### src/rtl/riscv_pkg.sv
// Shared encodings for the RV32I-subset multi-cycle controller: FSM states,
// opcodes, datapath mux selects and ALU operation codes.
package riscv_pkg;

    typedef enum logic [3:0] {
        S_FETCH     = 4'd0,
        S_DECODE    = 4'd1,
        S_MEM_ADDR  = 4'd2,
        S_MEM_READ  = 4'd3,
        S_MEM_WB    = 4'd4,
        S_MEM_WRITE = 4'd5,
        S_EXEC_R    = 4'd6,
        S_EXEC_I    = 4'd7,
        S_ALU_WB    = 4'd8,
        S_BRANCH    = 4'd9,
        S_JAL       = 4'd10,
        S_FAULT     = 4'd11
    } state_t;

    localparam logic [6:0] OP_LOAD   = 7'b0000011;
    localparam logic [6:0] OP_STORE  = 7'b0100011;
    localparam logic [6:0] OP_RTYPE  = 7'b0110011;
    localparam logic [6:0] OP_ITYPE  = 7'b0010011;
    localparam logic [6:0] OP_BRANCH = 7'b1100011;
    localparam logic [6:0] OP_JAL    = 7'b1101111;

    localparam logic [2:0] F3_BEQ = 3'b000;
    localparam logic [2:0] F3_BNE = 3'b001;

    localparam logic [1:0] SRC_A_PC     = 2'b00;
    localparam logic [1:0] SRC_A_OLD_PC = 2'b01;
    localparam logic [1:0] SRC_A_RS1    = 2'b10;

    localparam logic [1:0] SRC_B_RS2  = 2'b00;
    localparam logic [1:0] SRC_B_IMM  = 2'b01;
    localparam logic [1:0] SRC_B_FOUR = 2'b10;

    localparam logic [1:0] ALU_ADD   = 2'b00;
    localparam logic [1:0] ALU_SUB   = 2'b01;
    localparam logic [1:0] ALU_FUNCT = 2'b10;

    localparam logic [1:0] RES_ALU_OUT = 2'b00;
    localparam logic [1:0] RES_MEM     = 2'b01;
    localparam logic [1:0] RES_ALU     = 2'b10;

    // States that hold a memory access open and are subject to the wait bound.
    function automatic logic is_mem_wait_state(input state_t st);
        return (st == S_FETCH) || (st == S_MEM_READ) || (st == S_MEM_WRITE);
    endfunction

endpackage

### src/rtl/mem_wait_timer.sv
// Bounded memory-ready wait counter: flags a timeout when WAIT_MAX cycles have
// elapsed in a memory state without the port reporting ready.
module mem_wait_timer #(
    parameter int unsigned WAIT_MAX = 15
) (
    input  logic clk,
    input  logic rst,
    input  logic active,
    input  logic ready,
    output logic timeout
);

    localparam logic [7:0] LIMIT = 8'(WAIT_MAX - 32'd1);

    logic [7:0] count_r;

    // Count stalled cycles; any completion or non-memory state returns to zero,
    // so every memory state is entered with a cleared count.
    always_ff @(posedge clk or negedge rst) begin
        if (!rst) begin
            count_r <= 8'd0;
        end else if (active && !ready) begin
            count_r <= count_r + 8'd1;
        end else begin
            count_r <= 8'd0;
        end
    end

    // A ready on the final allowed cycle still counts as a normal completion.
    assign timeout = active && !ready && (count_r == LIMIT);

endmodule

### src/rtl/multicycle_controller.sv
// Multi-cycle control FSM for the RV32I-subset datapath with bounded memory waits
// and a sticky fault. Optional MULTICYCLE_CTRL_PERF_EN adds cycle/retire counters.
module multicycle_controller
    import riscv_pkg::*;
#(
    parameter int unsigned MEM_WAIT_MAX = 15
) (
    input  logic        clk,
    input  logic        rst,
    input  logic [6:0]  in_opcode,
    input  logic [2:0]  in_funct3,
    input  logic        in_zero,
    input  logic        in_mem_ready,
    output logic        out_pc_write,
    output logic        out_ir_write,
    output logic        out_reg_write,
    output logic        out_mem_read,
    output logic        out_mem_write,
    output logic        out_mem_sel_data,
    output logic [1:0]  out_alu_src_a,
    output logic [1:0]  out_alu_src_b,
    output logic [1:0]  out_alu_op,
    output logic [1:0]  out_result_src,
    output logic        out_fault,
    output logic [3:0]  out_state
`ifdef MULTICYCLE_CTRL_PERF_EN
    ,
    output logic [31:0] out_cycles,
    output logic [31:0] out_retired
`endif
);

    state_t state_r;
    state_t next_s;
    logic   pc_write_s;
    logic   ir_write_s;
    logic   reg_write_s;
    logic   mem_write_s;
    logic   timeout_s;

    mem_wait_timer #(
        .WAIT_MAX (MEM_WAIT_MAX)
    ) u_mem_wait_timer (
        .clk     (clk),
        .rst     (rst),
        .active  (is_mem_wait_state(state_r)),
        .ready   (in_mem_ready),
        .timeout (timeout_s)
    );

    // State register.
    always_ff @(posedge clk or negedge rst) begin
        if (!rst) begin
            state_r <= S_FETCH;
        end else begin
            state_r <= next_s;
        end
    end

    // Next-state and output decode.
    always_comb begin
        next_s           = state_r;
        pc_write_s       = 1'b0;
        ir_write_s       = 1'b0;
        reg_write_s      = 1'b0;
        mem_write_s      = 1'b0;
        out_mem_read     = 1'b0;
        out_mem_sel_data = 1'b0;
        out_alu_src_a    = SRC_A_PC;
        out_alu_src_b    = SRC_B_RS2;
        out_alu_op       = ALU_ADD;
        out_result_src   = RES_ALU_OUT;
        out_fault        = 1'b0;
        case (state_r)
            S_FETCH: begin
                out_mem_read   = 1'b1;
                out_alu_src_b  = SRC_B_FOUR;
                out_result_src = RES_ALU;
                if (in_mem_ready) begin
                    ir_write_s = 1'b1;
                    pc_write_s = 1'b1;
                    next_s     = S_DECODE;
                end else if (timeout_s) begin
                    next_s = S_FAULT;
                end else begin
                    next_s = S_FETCH;
                end
            end
            S_DECODE: begin
                out_alu_src_a = SRC_A_OLD_PC;
                out_alu_src_b = SRC_B_IMM;
                case (in_opcode)
                    OP_LOAD, OP_STORE: next_s = S_MEM_ADDR;
                    OP_RTYPE:          next_s = S_EXEC_R;
                    OP_ITYPE:          next_s = S_EXEC_I;
                    OP_BRANCH:         next_s = S_BRANCH;
                    OP_JAL:            next_s = S_JAL;
                    default:           next_s = S_FAULT;
                endcase
            end
            S_MEM_ADDR: begin
                out_alu_src_a = SRC_A_RS1;
                out_alu_src_b = SRC_B_IMM;
                if (in_opcode == OP_STORE) begin
                    next_s = S_MEM_WRITE;
                end else begin
                    next_s = S_MEM_READ;
                end
            end
            S_MEM_READ: begin
                out_mem_read     = 1'b1;
                out_mem_sel_data = 1'b1;
                if (in_mem_ready) begin
                    next_s = S_MEM_WB;
                end else if (timeout_s) begin
                    next_s = S_FAULT;
                end else begin
                    next_s = S_MEM_READ;
                end
            end
            S_MEM_WB: begin
                out_result_src = RES_MEM;
                reg_write_s    = 1'b1;
                next_s         = S_FETCH;
            end
            S_MEM_WRITE: begin
                mem_write_s      = 1'b1;
                out_mem_sel_data = 1'b1;
                if (in_mem_ready) begin
                    next_s = S_FETCH;
                end else if (timeout_s) begin
                    next_s = S_FAULT;
                end else begin
                    next_s = S_MEM_WRITE;
                end
            end
            S_EXEC_R: begin
                out_alu_src_a = SRC_A_RS1;
                out_alu_src_b = SRC_B_RS2;
                out_alu_op    = ALU_FUNCT;
                next_s        = S_ALU_WB;
            end
            S_EXEC_I: begin
                out_alu_src_a = SRC_A_RS1;
                out_alu_src_b = SRC_B_IMM;
                out_alu_op    = ALU_FUNCT;
                next_s        = S_ALU_WB;
            end
            S_ALU_WB: begin
                reg_write_s = 1'b1;
                next_s      = S_FETCH;
            end
            S_BRANCH: begin
                out_alu_src_a = SRC_A_RS1;
                out_alu_op    = ALU_SUB;
                case (in_funct3)
                    F3_BEQ: begin
                        pc_write_s = in_zero;
                        next_s     = S_FETCH;
                    end
                    F3_BNE: begin
                        pc_write_s = !in_zero;
                        next_s     = S_FETCH;
                    end
                    default: next_s = S_FAULT;
                endcase
            end
            S_JAL: begin
                out_alu_src_a = SRC_A_OLD_PC;
                out_alu_src_b = SRC_B_FOUR;
                pc_write_s    = 1'b1;
                next_s        = S_ALU_WB;
            end
            S_FAULT: begin
                out_fault = 1'b1;
                next_s    = S_FAULT;
            end
            default: begin
                next_s = S_FAULT;
            end
        endcase
    end

    // Write strobes are suppressed asynchronously while reset is held.
    assign out_pc_write  = pc_write_s && rst;
    assign out_ir_write  = ir_write_s && rst;
    assign out_reg_write = reg_write_s && rst;
    assign out_mem_write = mem_write_s && rst;
    assign out_state     = state_r;

`ifdef MULTICYCLE_CTRL_PERF_EN
    logic retire_s;

    assign retire_s = (next_s == S_FETCH) &&
                      ((state_r == S_MEM_WB) || (state_r == S_MEM_WRITE) ||
                       (state_r == S_ALU_WB) || (state_r == S_BRANCH));

    // Performance counters; both wrap naturally at 32 bits.
    always_ff @(posedge clk or negedge rst) begin
        if (!rst) begin
            out_cycles  <= 32'd0;
            out_retired <= 32'd0;
        end else begin
            if (state_r != S_FAULT) begin
                out_cycles <= out_cycles + 32'd1;
            end else begin
                out_cycles <= out_cycles;
            end
            if (retire_s) begin
                out_retired <= out_retired + 32'd1;
            end else begin
                out_retired <= out_retired;
            end
        end
    end
`endif

endmodule

### config.mk
export PLATFORM = sky130hd
export DESIGN_NAME = multicycle_controller
export DESIGN_NICKNAME = d
export VERILOG_FILES = /design/src/rtl/riscv_pkg.sv /design/src/rtl/mem_wait_timer.sv /design/src/rtl/multicycle_controller.sv
export SDC_FILE = /design/constraint.sdc
export NUM_CORES = 1
export LEC_CHECK = 0
export BUFFER_PORTS_ARGS = -buffer_cell sky130_fd_sc_hd__clkbuf_2
export CELL_PAD_IN_SITES_DETAIL_PLACEMENT = 1
export CELL_PAD_IN_SITES_GLOBAL_PLACEMENT = 2
export CORE_UTILIZATION = 30
export DETAILED_ROUTE_END_ITERATION = 6
export PLACE_DENSITY_LB_ADDON = 0.1
export SYNTH_ARGS = -nofsm -noshare
export SYNTH_HDL_FRONTEND = slang
export SYNTH_SLANG_ARGS = --single-unit
### constraint.sdc
create_clock -name clk -period 2.9 [get_ports clk]
set_input_delay 0.29 -clock clk [delete_from_list [all_inputs] [get_ports clk]]
set_output_delay 0.29 -clock clk [all_outputs]
set_load 0.02 [all_outputs]
==> results_dict.tcl, run 1 <==
set metrics [dict create \
    drt-total-wl_mm 2.91 \
    core_mm2 0.00310 \
    crit_chain "nand2b_4 > o41ai_2 > a21oi_1 > nor3_1 > clkbuf_2" \
    p_leak_nw 0.572 \
    row_count 20 \
    worstSetupPathType "flop to output port" \
    layout_commonest_cell "clkbuf_2" \
    dp_slack_ns 1.00 \
    finalWorstSetupSlack_ns 0.722 \
    cts_tree "built" \
    grt_pass1_wl_mm 4.79 \
    synthXorXnorAreaFrac 0.0873 \
    drive_above_1_share 0.282 \
    worst-endpoint-arrival_ns 1.89 \
    fmax_mhz 459 \
    syn_nets 141 \
    cts.sinks 12 \
    htree_levels 1 \
    netlist_top_cells_area "dfrtp_1 30%, nor2_1 7.9%, xor2_1 5.2%" \
    max_cap_viol_count 0 \
    clk_pin_slew_worst_paths_ns 0.08 \
    worst_path_largest_cell_delay_ns 0.62 \
    synth_top_family_by_area "simple AND/OR/NAND/NOR gates" \
    rsz0062_at_grt "no" \
    syn_area_mm2 0.00100 \
    maxSlewViolCount 0 \
    hold_viol 0 \
    drc 0 \
    end_kind "output port" \
    syn2layout_area_growth_pct 23.3 \
    grt_antenna_before_repair 0 \
    yosysTopAreaCell "dfrtp_1" \
    outcome "finished clean" \
    die_x_um 59.8 \
    grt_max_degree 22 \
    initial_core_util 0.323 \
    fp.dieH_um 59.8 \
    min_period_ns 2.18 \
    yosys_warnings 0 \
    synthArstFlopShare 1.00 \
    synthMuxAreaShare 0 \
    cts_made_buffers 3 \
    grt_overflow 0 \
    relSlewSlack 0.577 \
    finalWeightedCongestion 0.735 \
    holdBufCountCts 1 \
    synth_fa_ha_area_frac 0.0249 \
    post_cts_resize_count 0 \
    hpwl_mm 2.23 \
    final_cell_mix "32 x clkbuf_2, 21 x nor2_1, 12 x dfrtp_1" \
    ir_drop_mv 0.399 \
    cp.required_ns 2.61 \
    via_count 1025 \
    detail_route.wl_per_cell_um 14.5 \
    clock_latency_ns 0.27 \
    drt-pass1-iter-count 4 \
    clock_skew_ns 0.00521 \
    netlist-cell-type-count 41 \
    tns_ns 0 \
    ant_nets 0 \
    synthCells 125 \
    postCtsSetupBuffers 0 \
    io_buffers 32 \
    synth_edf_count 0 \
    worstMarginPinSlew_ns 0.635 \
    hold_class "primary input to flop" \
    ys_seq_area_frac 0.299 \
    viasPerCell 5.13 \
    cp-start-kind "flop" \
    yosys.area.top_type_share 0.299 \
    die-area_mm2 0.00358 \
    nets 173 \
    ys_seq_elements 12 \
    setup_viol 0 \
    antennaDiodeCount 0 \
    num_io_pins 33 \
    first_iter_violations 17 \
    synth-main-ff-cell "dfrtp_1" \
    synth-simple-area-share 0.325 \
    grt_usage 0.179 \
    synth_compound_area_frac 0.195 \
    cts-root-buf "clkbuf_4" \
    first_global_vias 1057 \
    clk_path_buf_depth 2 \
    min_period_over_period 0.751 \
    power_density_mw_per_mm2 973 \
    slowest_stage "dfrtp_1" \
    path_max_fanout 20 \
    syn_area_per_cell_um2 8.03 \
]
-- synthesized netlist by cell type (3+ instances only) --
| cell type | number |
|---|---|
| a21oi_1 | 5 |
| and2_1 | 3 |
| and3_1 | 3 |
| buf_2 | 6 |
| dfrtp_1 | 12 |
| inv_1 | 7 |
| nand2_1 | 5 |
| nand2b_1 | 5 |
| nand3_1 | 4 |
| nand4_1 | 3 |
| nor2_1 | 21 |
| nor3_1 | 9 |
| xnor2_1 | 4 |
| xor2_1 | 6 |
-- final cells by class --
type	count	area [µm²]
Fill cell	416	1870
Multi-Input combinational cell	98	634
Sequential cell	12	300
Timing Repair Buffer	35	185
Tap cell	44	55.1
Clock buffer	4	36.3
Inverter	7	26.3
-- worst paths after layout --
kind                                                  startpoint                                     to  slack, ns  depth (start not counted)
setup / recovery                          out_state[1]$_DFF_PN0_                           out_pc_write       0.72                          5
hold / removal                                      in_opcode[0]                 out_state[3]$_DFF_PN0_       0.42                          4
setup reg to reg                          out_state[1]$_DFF_PN0_                 out_state[0]$_DFF_PN0_       1.15                          4
hold reg to reg            u_mem_wait_timer.count_r[3]$_DFF_PN0_  u_mem_wait_timer.count_r[3]$_DFF_PN0_       0.55                          2
max in group asynchronous                                    rst  u_mem_wait_timer.count_r[1]$_DFF_PN0_       2.18                          2
min in group asynchronous                                    rst  u_mem_wait_timer.count_r[6]$_DFF_PN0_       0.46                          2
-- kinds of logic after synthesis --
family	after synthesis
flops	12
compound gates	25
buf+inv	15
simple gates	61
xor+xnor	10
fa+ha+maj	2
-- registers in the layout, indices dropped and copies added, names as in the netlist --
signal and cells:
out_state 4, u_mem_wait_timer.count_r 8
-- metal layers --
metal	track usage	routed length (µm)	vias to the layer above
li1	-	-	510
met4	0.0598	28	0
met2	0.346	1590	14
met5	0	0	-
met3	0.0195	55	2
met1	0.199	1230	499
-- metrics by stage --
stage                     cells   util  instance area [µm²]  power [W]  hold slack, ns
final                       200  0.399                 1240    0.00120           0.421
after global routing        200  0.399                 1240    0.00131           0.449
after CTS                   200  0.399                 1240    0.00122           0.424
after detailed placement    195  0.384                 1190    0.00108           0.214
after global placement      195  0.384                 1190    0.00107           0.211
after floorplan             125      -                 1000   0.000859        -0.00559
-- critical path, delay by kind of cell (launching register included) --
family | cells | cell delay (ns)
AND/OR/NAND/NOR | 2 | 0.42
buffers and inverters | 1 | 0.19
flip-flops | 1 | 0.62
AO/OA/AOI/OAI | 2 | 0.39
-- power by group --
group          switching (W)  leakage, nW  internal [W]  total (W)
clock network      0.0000570       0.0210     0.0000762   0.000133
logic               0.000486        0.391      0.000275   0.000761
registers           0.000109        0.159      0.000201   0.000310
Note: power is estimated with default switching activity, not from simulation.
==> run 2: changes to the inputs <==
--- a/config.mk
+++ b/config.mk
@@ -5,10 +5,11 @@
 export SDC_FILE = /design/constraint.sdc
 export NUM_CORES = 1
 export LEC_CHECK = 0
+export ABC_AREA = 1
 export BUFFER_PORTS_ARGS = -buffer_cell sky130_fd_sc_hd__clkbuf_2
 export CELL_PAD_IN_SITES_DETAIL_PLACEMENT = 1
 export CELL_PAD_IN_SITES_GLOBAL_PLACEMENT = 2
-export CORE_UTILIZATION = 30
+export CORE_UTILIZATION = 25
 export DETAILED_ROUTE_END_ITERATION = 6
 export PLACE_DENSITY_LB_ADDON = 0.1
 export SYNTH_ARGS = -nofsm -noshare
==> constraint.sdc (replaced) <==
create_clock -name clk -period 2.13 [get_ports clk]
set_input_delay 0.213 -clock clk [delete_from_list [all_inputs] [get_ports clk]]
set_output_delay 0.213 -clock clk [all_outputs]
set_load 0.02 [all_outputs]
==> run 2 against run 1 <==
Against the previous run: design area is 3.7% higher; final cell count is 25% higher; sequential power is 8.7% higher; largest power group unchanged; highest routed layer unchanged.
==> results_dict.tcl, run 2 <==
set metrics [dict create \
    outcome "finished clean" \
    syn2layout_area_growth_pct 28.6 \
    reg2reg_from "out_state[2]$_DFF_PN0_" \
    synth_top_family_by_area "simple AND/OR/NAND/NOR gates" \
    holdBufCountCts 1 \
    grt_usage 0.157 \
    htree_levels 1 \
    synthXorXnorAreaFrac 0 \
    tns_ns 0 \
    ir_drop_mv 0.421 \
    first_iter_violations 23 \
    ys_seq_area_frac 0.301 \
    core_mm2 0.00374 \
    row_count 22 \
    clk_path_buf_depth 2 \
    min_delay_path_depth 3 \
    num_io_pins 33 \
    cts_made_buffers 3 \
    crit_start "rst" \
    grt_overflow 0 \
    hpwl_mm 2.57 \
    io_buffers 32 \
    ant_nets 0 \
    ys_seq_elements 12 \
    top_layer_used "met4" \
    layout_commonest_cell "nand2_1" \
    end_kind "output port" \
    cts.sinks 12 \
    initial_core_util 0.267 \
    synth_compound_area_frac 0.102 \
    synth_fa_ha_area_frac 0.0251 \
    hold_class "primary input to flop" \
    die_x_um 65.2 \
    drt-total-wl_mm 2.95 \
    worst-endpoint-arrival_ns 1.66 \
    grt_max_degree 14 \
    finalWeightedCongestion 0.802 \
    rsz0062_at_grt "no" \
    post_cts_resize_count 0 \
    clock_latency_ns 0.24 \
    syn_area_per_cell_um2 6.09 \
    synth_commonest_cells "44 x nand2_1, 32 x nor2_1, 30 x inv_1" \
    cts-root-buf "clkbuf_8" \
    utilization 0.343 \
    setup_viol 0 \
    drt-pass1-iter-count 4 \
    final_cell_mix "44 x nand2_1, 32 x nor2_1, 32 x clkbuf_2" \
    worstMarginPinSlew_ns 0.345 \
    grt_pass1_wl_mm 5.17 \
    worstSetupPathType "primary input to output port" \
    cp.required_ns 1.92 \
    clock_skew_ns 0.000753 \
    synthMuxAreaShare 0 \
    synth-simple-area-share 0.456 \
    synth_edf_count 0 \
    syn_area_um2 998 \
    maxSlewViolCount 0 \
    max_cap_viol_count 0 \
    hold_start "in_mem_ready" \
    nets 218 \
    grt_antenna_before_repair 0 \
    hold_end "out_state[2]$_DFF_PN0_" \
    die-area_mm2 0.00425 \
    ff2ff_path_depth 9 \
    multi_input_area_um2 582 \
    drive_above_1_share 0.234 \
    netlist-cell-type-count 21 \
    met2_length_mm 1.44 \
    synthArstFlopShare 1.00 \
    antennaDiodeCount 0 \
    wl_met1_mm 1.37 \
    fillers 537 \
    relSlewSlack 0.770 \
    largest_register_ff_count 8 \
    yosysMostFrequentCell "nand2_1" \
    clk_pin_slew_worst_paths_ns 0.06 \
    wl_met3_um 115 \
    cts_tree "built" \
    synth-main-ff-cell "dfrtp_1" \
    fmax_mhz 533 \
    syn_nets 180 \
    first_global_vias 1192 \
    postCtsSetupBuffers 0 \
    p_leak_nw 0.735 \
    yosys_warnings 0 \
    r2r_setup_slack_ns 0.78 \
    hold_viol 0 \
    drc 0 \
    r2r-end "out_state[0]$_DFF_PN0_" \
    via_count 1127 \
    power_density_mw_per_mm2 1160 \
    synthCells 164 \
    fp.dieH_um 65.2 \
    register_area_um2 300 \
    cp-start-kind "primary input" \
    netlist_top_cells_area "dfrtp_1 30%, nand2_1 17%, nor2_1 12%" \
    detail_route.wl_per_cell_um 11.8 \
    min_period_over_period 0.881 \
    regMostFlops "u_mem_wait_timer.count_r" \
    viasPerCell 4.53 \
    path_max_fanout 13 \
    min_period_ns 1.88 \
    yosysTopAreaCell "dfrtp_1" \
    yosys.area.top_type_share 0.301 \
]
## run 2: cell types whose count changed in the layout (fill, tap and decap cells not counted), sizes merged, moves of 4 or more
cell,delta
nand2,+40
inv,+24
nor2,+15
nand3,+13
nor3,-8
nand2b,-6
xor2,-6
xnor2,-4
## run 2: cell families (layout without fill, tap and decap cells)
kind of cell / Yosys count / in the layout
AOI/OAI and AO/OA: 15 / 15
buffers and inverters: 31 / 68
and+or+nand+nor: 104 / 104
adders and majority gates: 2 / 2
DFF: 12 / 12
## run 2: metrics by stage
step	total power (W)	instance area [µm²]	hold WS [ns]	instances	setup WS, ns
4_1_cts	0.00151	1280	0.299	249	0.231
3_5_place_dp	0.00125	1220	0.131	244	0.627
2_1_floorplan	0.000945	998	-0.0826	164	0.464
3_3_place_gp	0.00123	1220	0.135	244	0.634
6_report	0.00148	1280	0.291	249	0.253
5_1_grt	0.00163	1280	0.291	249	0.126
## run 2: final cells by class
class                   count  area share
inverters                  31      0.0906
clock buffers               4      0.0429
repair buffers             33       0.133
flip-flops and latches     12       0.234
multi-input cells         121       0.453
well taps                  48      0.0468
## run 2: worst max path at each step
stage	slack, ns	depth (start not counted)	end
final	0.25	5	out_reg_write
after detailed placement	0.63	6	out_pc_write
after global placement	0.63	6	out_alu_src_b[0]
after CTS	0.23	5	out_reg_write
after global routing	0.13	5	out_reg_write
after floorplan	0.46	5	out_pc_write
## run 2: critical path, cell delays in order
cell and delay (ns):
dlygate4sd3_1 0.52, clkbuf_2 0.31, inv_1 0.15, a211oi_1 0.25, clkbuf_2 0.21
## run 2: power by group
group / switching, W / leakage [nW] / total (W) / internal (W)
combinational: 0.000629 / 0.546 / 0.000896 / 0.000267
sequential: 0.0000607 / 0.161 / 0.000337 / 0.000276
clock: 0.0000890 / 0.0288 / 0.000252 / 0.000163
## run 2: per-layer routing
metal / track usage / vias to the layer above
li1: - / 587
met1: 0.189 / 521
met2: 0.284 / 17
met3: 0.0347 / 2
met4: 0.0326 / 0
met5: 0 / -
